==> config.mk <==
export PLATFORM = sky130hd
export DESIGN_NAME = rf_multi
export DESIGN_NICKNAME = d
export VERILOG_FILES = /design/src/rtl/rf_multi_pkg.sv /design/src/rtl/rf_read_port.sv /design/src/rtl/rf_multi.sv
export SDC_FILE = /design/constraint.sdc
export NUM_CORES = 2
export LEC_CHECK = 0
export ABC_AREA = 1
export CAP_MARGIN = 15
export CORE_MARGIN = 3
export CORE_UTILIZATION = 30
export DETAILED_ROUTE_END_ITERATION = 10
export SYNTH_ARGS = -nofsm -noshare
export SYNTH_HDL_FRONTEND = slang
export SYNTH_SLANG_ARGS = --single-unit
==> constraint.sdc <==
create_clock -name clk -period 3.1 [get_ports clk]
set_clock_uncertainty 0.05 [all_clocks]
set_input_delay 0.62 -clock clk [delete_from_list [all_inputs] [get_ports clk]]
set_output_delay 0.62 -clock clk [all_outputs]
set_load 0.02 [all_outputs]
==> src/rtl/rf_multi_pkg.sv <==
// Shared defaults and helpers for the multi-port register file.
// Imported by rf_multi and rf_read_port.
package rf_multi_pkg;

    localparam int DEF_WIDTH  = 32;
    localparam int DEF_DEPTH  = 32;
    localparam int DEF_RPORTS = 2;

    // Address width for a given depth; a single-entry file still needs one bit.
    function automatic int clog2_min1(input int value);
        int result;
        result = 0;
        for (int v = value - 1; v > 0; v = v >> 1) begin
            result++;
        end
        return (result < 1) ? 1 : result;
    endfunction

endpackage

==> src/rtl/rf_read_port.sv <==
// One combinational read port: address range check, register-0 masking
// and same-cycle write bypass.
module rf_read_port
    import rf_multi_pkg::*;
#(
    parameter int WIDTH    = DEF_WIDTH,
    parameter int DEPTH    = DEF_DEPTH,
    parameter int AW       = clog2_min1(DEF_DEPTH),
    parameter int ZERO_REG = 1,
    parameter int BYPASS   = 1
)(
    input  logic [AW-1:0]    i_rs,
    input  logic [WIDTH-1:0] i_mem_data,
    input  logic [AW-1:0]    i_wn,
    input  logic [WIDTH-1:0] i_wd,
    input  logic             i_wr_legal,
    output logic [WIDTH-1:0] o_rd
);

    localparam logic [AW:0] DEPTH_V = (AW+1)'(DEPTH);

    // i_wr_legal already excludes reset, out-of-range and register 0 writes.
    always_comb begin
        o_rd = i_mem_data;
        if ({1'b0, i_rs} >= DEPTH_V) begin
            o_rd = '0;
        end else if ((ZERO_REG != 0) && (i_rs == '0)) begin
            o_rd = '0;
        end else if ((BYPASS != 0) && i_wr_legal && (i_wn == i_rs)) begin
            o_rd = i_wd;
        end
    end

endmodule

==> src/rtl/rf_multi.sv <==
// Parametrised register file: one write port, RPORTS combinational read ports,
// optional hardwired-zero register 0 and optional write-to-read bypass.
module rf_multi
    import rf_multi_pkg::*;
#(
    parameter int WIDTH    = DEF_WIDTH,
    parameter int DEPTH    = DEF_DEPTH,
    parameter int RPORTS   = DEF_RPORTS,
    parameter int ZERO_REG = 1,
    parameter int BYPASS   = 1,
    localparam int AW      = clog2_min1(DEPTH)
)(
    input  logic                    clk,
    input  logic                    reset,
    input  logic [RPORTS*AW-1:0]    rs,
    output logic [RPORTS*WIDTH-1:0] rd,
    input  logic [AW-1:0]           wn,
    input  logic [WIDTH-1:0]        wd,
    input  logic                    w
);

    localparam logic [AW:0] DEPTH_V = (AW+1)'(DEPTH);

    logic [WIDTH-1:0] r_mem [0:DEPTH-1];

    logic w_wn_in_range;
    logic w_wn_zero;
    logic w_wr_legal;

    assign w_wn_in_range = ({1'b0, wn} < DEPTH_V);
    assign w_wn_zero     = (ZERO_REG != 0) && (wn == '0);
    assign w_wr_legal    = w && !reset && w_wn_in_range && !w_wn_zero;

    // Per-entry address compare: an unknown wn never matches, so no entry is disturbed.
    always_ff @(posedge clk) begin
        for (int i = 0; i < DEPTH; i++) begin
            if (reset) begin
                r_mem[i] <= '0;
            end else if (w_wr_legal && (wn == AW'(i))) begin
                r_mem[i] <= wd;
            end
        end
    end

    for (genvar p = 0; p < RPORTS; p++) begin : g_rport
        logic [AW-1:0]    w_rs;
        logic [WIDTH-1:0] w_mem_data;

        assign w_rs       = rs[p*AW +: AW];
        assign w_mem_data = r_mem[w_rs];

        rf_read_port #(
            .WIDTH    (WIDTH),
            .DEPTH    (DEPTH),
            .AW       (AW),
            .ZERO_REG (ZERO_REG),
            .BYPASS   (BYPASS)
        ) u_rport (
            .i_rs       (w_rs),
            .i_mem_data (w_mem_data),
            .i_wn       (wn),
            .i_wd       (wd),
            .i_wr_legal (w_wr_legal),
            .o_rd       (rd[p*WIDTH +: WIDTH])
        );
    end

endmodule

==> run metrics <==
status complete, but fails checks; failing checks negative setup slack; GR Overflow Total 0; CTS Hold Buffers Added 0; commonest non-fill, non-tap cell in the layout nand2_1; combinational fraction of design power 0.193; Period Utilization, post-route 1.03; Layout area overhead 25.6%; DR iter-0 viols 9124; multiplexer share of the synthesized area 0; largest family of logic cells by synthesized area simple AND/OR/NAND/NOR gates; DIE AREA between 200000 and 250000 sq um; CTS tree done; Req. time, crit path 2.43 ns; number of global-route vias before repair 56000; fmax roughly 0.31 GHz; power share of the sequential group 0.448; row count 163; DR WL/cell ~25 um; final estimated routing congestion in global placement just under 1; pre-CTS setup slack -0.704 ns; DIE WIDTH approximately 450 um; Final Hold Viols 0; Avg Inst Size Synth 7.63 sq um; Clock Power Share 0.360; Hold/Removal Path Class in -> reg; internal power ~25 mW; Slew @ Worst Pin roughly 0.92 ns; CTS buffer count ~110; final WL ~270000 um; final worst path period need around 3.2 ns; Post-Synth XOR/XNOR Area 0.00145; DP Wirelength between 150000 and 200000 um; PortBufs 113; synth warn 0; first-pass GRT wire length slightly below 400000 um; clk root buf clkbuf_16; Design Power ~36 mW; WP data arrival ~2.5 ns; post-synthesis adder-cell area fraction 0; post-synth cell types 28; design area 75600 sq um; # clock sinks ~1000; # Max-Cap Violations 0; antenna violations before repair 10; ANT nets after route 0; VDD IR max between 0.0005 and 0.0006 V; Core Area ~200000 sq um; RSZ-0062 raised after global routing yes; pwr dens 479 nW/um^2; Seq cells post-synth about 1000; CP startpoint kind primary input; num ports ~110; Seq/Total Area, Yosys 0.511; Post-Layout Cell Count about 11000; Most flops, register r_mem; max FFs per register ~1000; Cells after Synth 7888; DR DRC count 0; CTS clk-pin slew, worst paths approximately 0.06 ns; setup TNS -0.315 ns; Setup-failing EPs final 9; net count reported at finish approximately 8200; FILL cells 19800; Max Buffers Root-to-Sink 3; GRT Total Usage 0.254; placed cell count ~11000; Final WS setup -0.0852 ns; post-synthesis compound-gate area fraction 0.0334; H-tree levels 3; share of cells above drive strength 1 0.152; Worst setup EP type output port; worst setup path class in -> out; LEAKAGE roughly 34 nW; sw power 10.7 mW; Sw Share 0.296; starting density of the core 0.303; max-slew violations 0; DP Area approximately 69000 sq um; Max transition margin 0.387; crit path max fanout 12; detailed-route vias per instance around 5.5; Regs by FF count r_mem: 1024 flops; largest net degree at the start of global routing just under 50; most frequent cells in the layout nand2_1 (1952), nand3_1 (1514), nor2_1 (1197); Simple-Gate Fraction of Synth Area 0.344; Die Ht roughly 450 um; drt pass-1 iters 7; Post-Synthesis Cell Area roughly 60000 sq um; via count about 60000
-- worst max-delay path: stages --
cell     delay (ns)
buf_16         0.16
buf_16         0.18
buf_16         0.18
buf_8          0.16
nand3_1        0.09
nand3_1        0.09
nand2_1        0.06
inv_1          0.06
nand2_1        0.11
nand2_2        0.16
nand2_2        0.12
a21oi_2        0.17
buf_4          0.16
buf_4          0.14
-- cell usage after synthesis --
| library cell | count | area, sq um |
|---|---|---|
| nand2_4 | 10 | 113 |
| nor2_2 | 5 | 31.3 |
| buf_2 | 255 | 1280 |
| inv_1 | 953 | 3580 |
| nor2_1 | 1207 | 4530 |
| a21oi_1 | 89 | 445 |
| buf_12 | 1 | 20.0 |
| edfxtp_1 | 1024 | 30700 |
| xnor2_1 | 6 | 52.6 |
| or2_2 | 35 | 219 |
| buf_6 | 25 | 282 |
| clkbuf_1 | 285 | 1070 |
| buf_1 | 70 | 263 |
| conb_1 | 1 | 3.75 |
| nor2_4 | 1 | 11.3 |
| o21ai_4 | 1 | 16.3 |
| inv_4 | 1 | 6.26 |
| nand4_1 | 1 | 6.26 |
| nor3_2 | 2 | 20.0 |
| nand3_1 | 1620 | 8110 |
| inv_2 | 8 | 30.0 |
| nor3_1 | 1 | 5.00 |
| nand2_1 | 2042 | 7660 |
| o211ai_1 | 168 | 1260 |
| buf_4 | 14 | 105 |
| nand2_2 | 1 | 6.26 |
| o21ai_0 | 58 | 290 |
| xor2_1 | 4 | 35.0 |
-- per-stage QoR --
stage	utilization	hold WS, ns
after floorplan	-	0.821
after global placement	0.347	1.32
after detailed placement	0.347	1.32
after CTS	0.375	0.541
after global routing	0.381	0.550
final	0.381	0.546
-- repair_timing --
item	in CTS	in global routing
buffers inserted	39	24
gates resized for setup	342	169
pin swaps	18	39
hold endpoints to repair	0	0
gates cloned	31	10
endpoints found under the setup margin	64	63
-- layout make-up --
| cell class | instances | area, sq um | share of cell area |
|---|---|---|---|
| Sequential cell | 1024 | 30700 | 0.407 |
| Inverter | 962 | 3710 | 0.0491 |
| Clock buffer | 123 | 2760 | 0.0365 |
| Clock inverter | 73 | 649 | 0.00859 |
| Timing Repair inverter | 1 | 8.76 | 0.000116 |
| Antenna cell | 4 | 10.0 | 0.000132 |
| Multi-Input combinational cell | 5283 | 24100 | 0.319 |
| Timing Repair Buffer | 818 | 10300 | 0.136 |
| Tap cell | 2640 | 3300 | 0.0437 |
-- metal layers --
| metal | vias to the layer above | part of all wire | global-route usage |
|---|---|---|---|
| met5 | - | 0.00033 | 0 |
| met4 | 12 | 0.093 | 0.197 |
| met3 | 1163 | 0.12 | 0.0538 |
| met2 | 4495 | 0.44 | 0.397 |
| met1 | 28100 | 0.35 | 0.306 |
| li1 | 26000 | - | - |
-- final timing paths --
kind	startpoint	endpoint	slack (ns)	depth (start not counted)
min	reset	r_mem[0][25]$_SDFFCE_PN0P_	0.55	2
max	rs[6]	rd[49]	-0.09	14
-- power groups by stage --
stage / logic, mW / clock network, mW / registers (mW)
2_1_floorplan: 3.25 / 0 / 16.4
3_3_place_gp: 6.05 / 0 / 16.5
3_5_place_dp: 6.12 / 0 / 16.5
4_1_cts: 6.57 / 13.1 / 16.2
5_1_grt: 7.32 / 13.6 / 16.3
6_report: 6.97 / 13.0 / 16.2
-- cell families (layout without fill, tap and decap cells) --
| family | after synthesis | count (layout) |
|---|---|---|
| buffers and inverters | 1612 | 1977 |
| other | 1 | 36 |
| flip-flops | 1024 | 1024 |
| XOR/XNOR | 10 | 10 |
| AO/OA/AOI/OAI | 316 | 316 |
| AND/OR/NAND/NOR | 4925 | 4925 |
Power figures use the tool's default switching activity.
